**config.mk**
```make
export PLATFORM = sky130hd
export DESIGN_NAME = satatrn_txdma_ctrl
export DESIGN_NICKNAME = d
export VERILOG_FILES = /design/src/rtl/satatrn_txdma_ctrl.sv
export SDC_FILE = /design/constraint.sdc
export NUM_CORES = 1
export LEC_CHECK = 0
export ABC_AREA = 1
export BUFFER_PORTS_ARGS = -buffer_cell sky130_fd_sc_hd__buf_2
export CAP_MARGIN = 20
export CORE_ASPECT_RATIO = 2
export CORE_UTILIZATION = 56
export DETAILED_ROUTE_END_ITERATION = 8
export PLACE_DENSITY = 0.88
export SKIP_CTS_REPAIR_TIMING = 1
export SLEW_MARGIN = 20
export SYNTH_ARGS = -nofsm -noshare
export SYNTH_HDL_FRONTEND = slang
export SYNTH_SLANG_ARGS = --single-unit
```
**constraint.sdc**
```tcl
create_clock -name i_clk -period 3.3 [get_ports i_clk]
set_input_delay 0.165 -clock i_clk [delete_from_list [all_inputs] [get_ports i_clk]]
set_output_delay 0.165 -clock i_clk [all_outputs]
set_load 0.02 [all_outputs]
```
**src/rtl/satatrn_txdma_ctrl.sv**
```systemverilog
// satatrn_txdma_ctrl
// Host->device DMA data FIS sequencer for the SATA transport layer. A transfer of
// i_len dwords is split into data FISes of at most 2^LGMAXFIS dwords. Each FIS waits
// for a DMA Activate, streams through a one-stage registered pipe towards the TX
// arbiter, and then waits for the link-layer result before the next FIS or completion.
module satatrn_txdma_ctrl #(
    parameter int LGLEN     = 22,
    parameter int LGMAXFIS  = 11,
    parameter int LGTIMEOUT = 20
) (
    input  logic             i_clk,
    input  logic             i_reset,
    input  logic             i_start,
    input  logic [LGLEN-1:0] i_len,
    input  logic             i_abort,
    input  logic             i_dma_activate,
    input  logic             i_link_ok,
    input  logic             i_link_err,
    input  logic             s_valid,
    output logic             s_ready,
    input  logic [31:0]      s_data,
    output logic             o_txgate,
    output logic             o_valid,
    input  logic             i_ready,
    output logic [31:0]      o_data,
    output logic             o_last,
    output logic             o_busy,
    output logic             o_done,
    output logic             o_err,
    output logic [1:0]       o_errcode
);

    typedef enum logic [1:0] {
        S_IDLE      = 2'd0,
        S_WAIT_ACT  = 2'd1,
        S_SEND      = 2'd2,
        S_WAIT_LINK = 2'd3
    } state_t;

    typedef enum logic [1:0] {
        EC_NONE    = 2'b00,
        EC_LINK    = 2'b01,
        EC_TIMEOUT = 2'b10,
        EC_ABORT   = 2'b11
    } errcode_t;

    // Largest FIS payload, in both the FIS-counter and the length widths.
    // The length width must exceed LGMAXFIS for the zero-extending cast below.
    localparam logic [LGMAXFIS:0] FIS_MAX   = {1'b1, {LGMAXFIS{1'b0}}};
    localparam logic [LGLEN-1:0]  FIS_MAX_L = LGLEN'(FIS_MAX);

    state_t                 state_q, state_d;
    logic [LGLEN-1:0]       remaining_q;
    logic [LGMAXFIS:0]      fis_left_q;
    logic [LGTIMEOUT-1:0]   wd_q;
    logic                   abort_q;

    logic                   accept;      // source beat enters the output register
    logic                   out_fire;    // output beat taken by the arbiter
    logic                   wd_expired;
    logic                   done_evt;
    logic                   err_evt;
    errcode_t               err_code;

    assign wd_expired = &wd_q;

    // State register.
    always_ff @(posedge i_clk or posedge i_reset) begin
        // NOTE: clocked state uses <= so every register sees pre-edge values, independent of block order.
        if (i_reset) state_q <= S_IDLE;
        else         state_q <= state_d;
    end

    // Next-state decode with event priority: abort latch > link_err > link_ok/activate > timeout.
    always_comb begin
        // NOTE: every output of this block gets a default first, so no path can infer a latch.
        state_d  = state_q;
        done_evt = 1'b0;
        err_evt  = 1'b0;
        err_code = EC_NONE;
        case (state_q)
            S_IDLE: begin
                if (i_start) begin
                    if (i_len != '0) state_d  = S_WAIT_ACT;
                    else             done_evt = 1'b1;
                end
            end
            S_WAIT_ACT: begin
                if (abort_q) begin
                    state_d  = S_IDLE;
                    err_evt  = 1'b1;
                    err_code = EC_ABORT;
                end else if (i_dma_activate) begin
                    state_d = S_SEND;
                end else if (wd_expired) begin
                    state_d  = S_IDLE;
                    err_evt  = 1'b1;
                    err_code = EC_TIMEOUT;
                end
            end
            S_SEND: begin
                // The FIS always runs to its o_last beat; a pending abort replaces WAIT_LINK.
                if (out_fire && o_last) begin
                    if (abort_q) begin
                        state_d  = S_IDLE;
                        err_evt  = 1'b1;
                        err_code = EC_ABORT;
                    end else begin
                        state_d = S_WAIT_LINK;
                    end
                end
            end
            S_WAIT_LINK: begin
                if (abort_q) begin
                    state_d  = S_IDLE;
                    err_evt  = 1'b1;
                    err_code = EC_ABORT;
                end else if (i_link_err) begin
                    state_d  = S_IDLE;
                    err_evt  = 1'b1;
                    err_code = EC_LINK;
                end else if (i_link_ok) begin
                    if (remaining_q == '0) begin
                        state_d  = S_IDLE;
                        done_evt = 1'b1;
                    end else begin
                        state_d = S_WAIT_ACT;
                    end
                end else if (wd_expired) begin
                    state_d  = S_IDLE;
                    err_evt  = 1'b1;
                    err_code = EC_TIMEOUT;
                end
            end
            default: state_d = S_IDLE;
        endcase
    end

    // Handshake decode: the output register refills whenever it is empty or draining.
    always_comb begin
        s_ready  = (state_q == S_SEND) && (!o_valid || i_ready) && (fis_left_q != '0);
        accept   = s_valid && s_ready;
        out_fire = o_valid && i_ready;
    end

    // Watchdog: restarts on every state change and counts only while waiting on the device or link.
    always_ff @(posedge i_clk or posedge i_reset) begin
        if (i_reset) begin
            wd_q <= '0;
        end else if (state_d != state_q) begin
            wd_q <= '0;
        end else if (state_q == S_WAIT_ACT || state_q == S_WAIT_LINK) begin
            wd_q <= wd_q + LGTIMEOUT'(1);
        end
    end

    // Abort latch: armed by i_abort outside IDLE, dropped whenever the block is or returns to IDLE.
    always_ff @(posedge i_clk or posedge i_reset) begin
        if (i_reset) begin
            abort_q <= 1'b0;
        end else if (state_q == S_IDLE || state_d == S_IDLE) begin
            abort_q <= 1'b0;
        end else if (i_abort) begin
            abort_q <= 1'b1;
        end
    end

    // Transfer/FIS counters and the TX gate.
    always_ff @(posedge i_clk or posedge i_reset) begin
        if (i_reset) begin
            remaining_q <= '0;
            fis_left_q  <= '0;
            o_txgate    <= 1'b0;
        end else begin
            if (state_q == S_IDLE && i_start) begin
                remaining_q <= i_len;
            end else if (accept) begin
                remaining_q <= remaining_q - LGLEN'(1);
            end

            if (state_q == S_WAIT_ACT && state_d == S_SEND) begin
                fis_left_q <= (remaining_q >= FIS_MAX_L) ? FIS_MAX : remaining_q[LGMAXFIS:0];
                o_txgate   <= 1'b1;
            end else if (accept) begin
                fis_left_q <= fis_left_q - (LGMAXFIS+1)'(1);
                if (fis_left_q == (LGMAXFIS+1)'(1)) o_txgate <= 1'b0;
            end
        end
    end

    // Registered output pipe stage; holds data while the arbiter stalls.
    always_ff @(posedge i_clk or posedge i_reset) begin
        if (i_reset) begin
            o_valid <= 1'b0;
            o_data  <= '0;
            o_last  <= 1'b0;
        end else if (accept) begin
            o_valid <= 1'b1;
            o_data  <= s_data;
            o_last  <= (fis_left_q == (LGMAXFIS+1)'(1));
        end else if (out_fire) begin
            o_valid <= 1'b0;
            o_last  <= 1'b0;
        end
    end

    // Status outputs: busy mirrors the next state, done/err are single-cycle pulses.
    always_ff @(posedge i_clk or posedge i_reset) begin
        if (i_reset) begin
            o_busy    <= 1'b0;
            o_done    <= 1'b0;
            o_err     <= 1'b0;
            o_errcode <= EC_NONE;
        end else begin
            o_busy <= (state_d != S_IDLE);
            o_done <= done_evt;
            o_err  <= err_evt;
            if (state_q == S_IDLE && i_start) o_errcode <= EC_NONE;
            else if (err_evt)                 o_errcode <= err_code;
        end
    end

endmodule
```
## Yosys cells after proc, flatten, opt, wreduce, memory -nomap -nowiden

Index checks and enable logic that the tools add are counted.

| storage, ports and cells | value |
|---|---|
| bits in registers | 97 |
| bits in latches | 0 |
| memory bits (writable) | 0 |
| bits in read-only memories | 0 |
| input bits | 63 |
| output and inout bits | 41 |
| logic and storage cells | 103 |
| memories kept | 0 |

| operators by class | value |
|---|---|
| $add $sub $neg | 3 |
| multiply operators | 0 |
| divide/modulo/power cells | 0 |
| magnitude comparators | 1 |
| equal/unequal tests | 6 |
| shifts and indexed selects | 0 |
| muxes and demuxes | 54 |
| bitwise gates (word level) | 0 |
| reductions and logical operators | 26 |

Operators by type and width:

| cell | number |
|---|---|
| $mux W22 | 2 |
| $mux W2 | 20 |
| $mux W20 | 2 |
| $mux W12 | 3 |
| $mux W1 | 23 |
| $ge A22 B12 Y1 const B | 1 |
| $logic_not A22 Y1 | 1 |
| $reduce_bool A22 Y1 | 1 |
| $sub A22 B1 Y22 const B | 1 |
| $add A20 B1 Y20 const B | 1 |
| $reduce_and A20 Y1 | 1 |
| $reduce_bool A2 Y1 | 8 |
| $eq A12 B1 Y1 const B | 1 |
| $reduce_bool A12 Y1 | 1 |
| $sub A12 B1 Y12 const B | 1 |
| $pmux W2 S4 | 1 |
| $logic_and A1 B1 Y1 | 7 |
| $eq A2 B2 Y1 const B | 3 |
| $pmux W2 S3 | 1 |
| $logic_not A2 Y1 | 2 |
| $logic_or A1 B1 Y1 | 3 |
| $pmux W1 S3 | 1 |
| $eq A2 B1 Y1 const B | 1 |
| $ne A2 B2 Y1 | 1 |
| 3 further kinds | 3 |

## Depth between registers and ports, before layout

| depth | value |
|---|---|
| depth after elaboration | 10 |
| gate-level depth with buffers | 15 |
| mapped depth without buffers | 15 |

## Least setup slack after synthesis

No wires, ideal clock.

| timing | value |
|---|---|
| kind | flip-flop to flip-flop |
| from | register state_q[1] |
| to | register wd_q[17] |
| library setup time | 0.080 ns |
| arrival time | 1.871 ns |
| required time | 3.220 ns |
| slack | 1.349 ns |
| cell stages (with the launch flop) | 10 |
| path buffers | 0 |
| period minus slack after synthesis | 1.951 ns |
| cell sequence | dfrtp_1 inv_1 ha_1 nor2_2 nor3_2 nand2_1 nor2_2 nand3_1 xor2_1 nor3_2 |

| on the way | value |
|---|---|
| cells in the longest elaborated chain, start to end | 7 |
| elaborated cells on any way between the ends | 18 |
| classes of those cells | eq/ne: 4; mux: 11; reduce/logical: 3 |

Ends and longest elaborated chain:

| item | RTL line | text |
|---|---|---|
| start, declared | 52 | `state_t state_q, state_d;` |
| start signal, assigned | 71 | `else state_q <= state_d;` |
| $mux W2 | 95, 129 |  |
| $mux W2 | 122 | `end else if (i_link_ok) begin` |
| $mux W2 | 118 | `end else if (i_link_err) begin` |
| $mux W2 | 114 | `if (abort_q) begin` |
| $pmux W2 S4 | 81 | `case (state_q)` |
| $ne A2 B2 Y1 | 150 | `end else if (state_d != state_q) begin` |
| $mux W20 or $reduce_bool A2 Y1 (tied branches) | -- |  |
| end signal, assigned | 153 | `wd_q <= wd_q + LGTIMEOUT'(1);` |
| end, declared | 55 | `logic [LGTIMEOUT-1:0] wd_q;` |

Several ways; a longest one is shown, not always the timed one.
A chain may end at the register's enable or synchronous reset.

## Worst setup path after layout

| timing | value |
|---|---|
| from | register state_q[0] |
| to | register fis_left_q[11] |

| on the way | value |
|---|---|
| cells in the longest elaborated chain, start to end | 8 |
| elaborated cells on any way between the ends | 21 |
| classes of those cells | eq/ne: 4; mux: 11; reduce/logical: 6 |

Ends and longest elaborated chain:

| item | RTL line | text |
|---|---|---|
| $mux W2 | 95, 129 |  |
| $mux W2 | 122 |  |
| $mux W2 | 118 |  |
| $mux W2 | 114 |  |
| $pmux W2 S4 | 81 |  |
| $eq A2 B2 Y1 | 181 | `if (state_q == S_WAIT_ACT && state_d == S_SEND) begin` |
| $logic_and A1 B1 Y1 | 181 |  |
| $mux W12 or $reduce_bool A2 Y1 (tied branches) | -- |  |
| end signal, assigned | 182 | `fis_left_q <= (remaining_q >= FIS_MAX_L) ? FIS_MAX : remaining_q[LGMAXFIS:0];` |
| end signal, assigned | 185 | `fis_left_q <= fis_left_q - (LGMAXFIS+1)'(1);` |
| end, declared | 54 | `logic [LGMAXFIS:0] fis_left_q;` |

Several ways; a longest one is shown, not always the timed one.

==> flow_summary.ini <==
[run_status]
outcome = completed

[clock_network]
h-tree-depth = 3
clk_pin_slew_ps = 70
clock-sinks = 97
cts_root_buf = clkbuf_16
worstSkewPairLatency_ps = 360
cts_made_buffers = 9
cts_tree = yes
clockBufferDepth = 2

[pwr]
switching_share_pct = 46.8
switching_power_mw = 2.70
p_comb_share_pct = 47.0
internal-power_mw = 3.06
seqPwrFrac_pct = 34.5
power_frac_clock_pct = 18.6
cellPowerDensity_nw_per_um2 = 891
p_leak_nw = 3.21
peakVddDrop_mv = 0.542

[timing]
grt_setup_unrepaired = false
slew_viol_final = 0
period_needed_ps = 2390
maxSlewHeadroom_pct = 34.6
final.setup.tns_ps = 0
holdWs_ps = 0.580
max_clock_freq_ghz = 0.418
finalCritPeriodShare_pct = 72.5
setup_viol = 0
tightestPinTransition_ps = 981
hold_viol_final = 0
skew_ps = 9.75

[synth]
synth_top_family_by_area = simple AND/OR/NAND/NOR gates
yosysWarnings = 0
syn_area_um2 = 5560
synth-simple-area-share_pct = 35.3
synth_xor_area_share_pct = 5.81
synthMuxAreaShare_pct = 0.180
yosys_register_bits = 97
syn-num-nets = 776
ys_seq_area_share_pct = 43.7
syn_avg_cell_area_um2 = 7.89
synth_compound_area_share_pct = 5.88
synth_cell_type_count = 41
syn_inst = 704
synth_fa_ha_area_share_pct = 2.03

[global_routing]
grt_max_degree = 80
antenna_found_initial = 0
grtUsageMet3_pct = 4.52
grt_pass1_wl_mm = 22.4
grt_pass1_vias = 5076
grtUsageMet2_pct = 48.7
grt.total_usage_pct = 27.9
grtUsageMet1_pct = 29.8
top_usage_layer = met2
globalRouteOverflowTotal = 0

[routing]
drt-wirelength-per-cell_um = 14.4
drc = 0
antenna_left = 0
wl_mm = 13.6
num_vias = 5102
via_per_inst = 5.42
drt-pass1-iter-count = 5
drt_iter0_drc = 271

[place]
placed_cell_area_um2 = 6160
port_buffers = 103
gp_congestion = 1.01
dp_hpwl_mm = 10.0

[die]
start_util_pct = 57.3
die_x_um = 72.4
io_pins = 104
die_h_um = 143
rows = 51
coreArea_um2 = 9700
design.die.area_um2 = 10300

[critical_path]
crit_path_cell_trace = inv_1 > ha_1 > inv_1 > nor2_1 > nand2_2 > nor2_4 > buf_4 > o21ai_0 > a21oi_1 > nand2_1 > nand3_1
critPathMaxFanout = 35
timing.rr.end = fis_left_q[11]
cp_slowest_stage_delay_ps = 440
cp_slowest_cell = dfrtp_1
path_class = register to register
cp.buffers_inverters = 3
rr_startpoint = state_q[0]
ff2ff_path_depth = 11
r2r_setup_slack_ps = 910
end_kind = register
startpoint_type = register
crit_family = buffers and inverters
cp.arrival_ps = 2690
worstPathRequired_ps = 3600
cp_common_cell = inv_1

[job]
cap_viol_max_count = 0

[finish]
nets = 877
drive_gt1_share_pct = 22.5
n_antenna_cell = 0
n_fill_cell = 850
fin_util_pct = 66.6
finalInstanceArea_um2 = 6460
area_delta_synth_final_pct = 16.3

[min_path]
hp-start = s_data[16]
worstHoldEndpoint = o_data[16]
hold_class = input pin to register
min_path_cells = 3
-- how the worst max path moves through the flow --
stage,startpoint,to,slack (ps),cells after the start
after floorplan,i_reset,abort_q,600,1
after global placement,state_q[0],fis_left_q[11],1060,11
after detailed placement,state_q[0],fis_left_q[11],950,11
after CTS,state_q[0],fis_left_q[11],930,11
after global routing,state_q[1],wd_q[17],730,12
final,state_q[0],fis_left_q[11],910,11
-- worst min-delay path, delay by kind of cell --
family	cells	cell delay, ps
buffers and inverters	1	70
AND/OR/NAND/NOR	2	90
-- synthesized netlist by cell type (all sizes together) --
library cell | count | area share, %
clkinv | 1 | 0.067
o221ai | 3 | 0.47
inv | 65 | 4.4
buf | 16 | 2.3
dfrtp | 97 | 44
nand4 | 11 | 1.2
mux2i | 1 | 0.18
nor3 | 28 | 4.6
xor2 | 27 | 4.4
nor3b | 1 | 0.14
o211ai | 8 | 1.1
nand2 | 221 | 15
a32oi | 1 | 0.16
o311ai | 1 | 0.16
a21boi | 1 | 0.34
or2 | 1 | 0.11
ha | 9 | 2.0
a31oi | 2 | 0.23
a21oi | 14 | 1.3
o21ai | 21 | 1.9
nor2 | 79 | 5.9
o22ai | 2 | 0.23
clkbuf | 6 | 0.41
nand3 | 75 | 7.1
and3 | 1 | 0.11
xnor2 | 9 | 1.4
nor4 | 3 | 0.61
-- per-layer routing --
layer	up-vias	wire [um]
met5	-	0
met4	0	733
met3	56	603
met2	177	7340
met1	2407	4890
li1	2462	-
-- registers in the layout (all words and copies together) (netlist names), 2 cells and up --
signal / count
wd_q: 20
state_q: 2
o_data: 32
remaining_q: 22
o_errcode: 2
fis_left_q: 12
-- power groups by stage --
stage                     Sequential (mW)  Combinational (mW)  Clock [mW]
after floorplan                      2.16                1.85           0
after global placement               1.97                2.62           0
after detailed placement             1.99                2.69           0
after CTS                            1.97                2.71        1.08
after global routing                 2.04                3.00        1.13
final                                1.98                2.70        1.07
-- logic make-up (layout without fill, tap and decap cells) --
kind of cell / count (synthesis) / after routing
compound gates: 53 / 53
xor+xnor: 36 / 36
fa+ha+maj: 9 / 9
buf+inv: 88 / 194
flops: 97 / 97
mux: 1 / 1
simple gates: 420 / 420
-- through the flow --
stage,std cells,setup slack [ps],power [mW]
3_3_place_gp,926,1060,4.59
4_1_cts,942,928,5.76
2_1_floorplan,704,601,4.02
3_5_place_dp,926,947,4.68
6_report,942,906,5.76
5_1_grt,942,729,6.17
-- final cells by class --
class / count / area (um2) / area share (%)
well taps: 132 / 165 / 2.56
multi-input cells: 519 / 2730 / 42.3
clock inverters: 7 / 78.8 / 1.22
repair buffers: 112 / 583 / 9.02
inverters: 66 / 250 / 3.87
flip-flops and latches: 97 / 2430 / 37.6
clock buffers: 9 / 225 / 3.49
-- placed cells by master (no fill, tap or decap), types with 8 or more instances in the layout --
| master | Yosys | final |
|---|---|---|
| nand2_1 | 211 | 211 |
| buf_2 | 6 | 103 |
| dfrtp_1 | 97 | 97 |
| nand3_1 | 73 | 73 |
| nor2_1 | 72 | 72 |
| inv_1 | 59 | 58 |
| xor2_1 | 26 | 26 |
| nor3_2 | 23 | 23 |
| o21ai_0 | 17 | 17 |
| a21oi_1 | 13 | 13 |
| nand4_1 | 11 | 11 |
| xnor2_1 | 9 | 9 |
| nand2_2 | 9 | 9 |
| ha_1 | 9 | 9 |
| clkbuf_16 | 0 | 9 |
| buf_4 | 4 | 9 |
| o211ai_1 | 8 | 8 |
(Power assumes the default switching activity.)
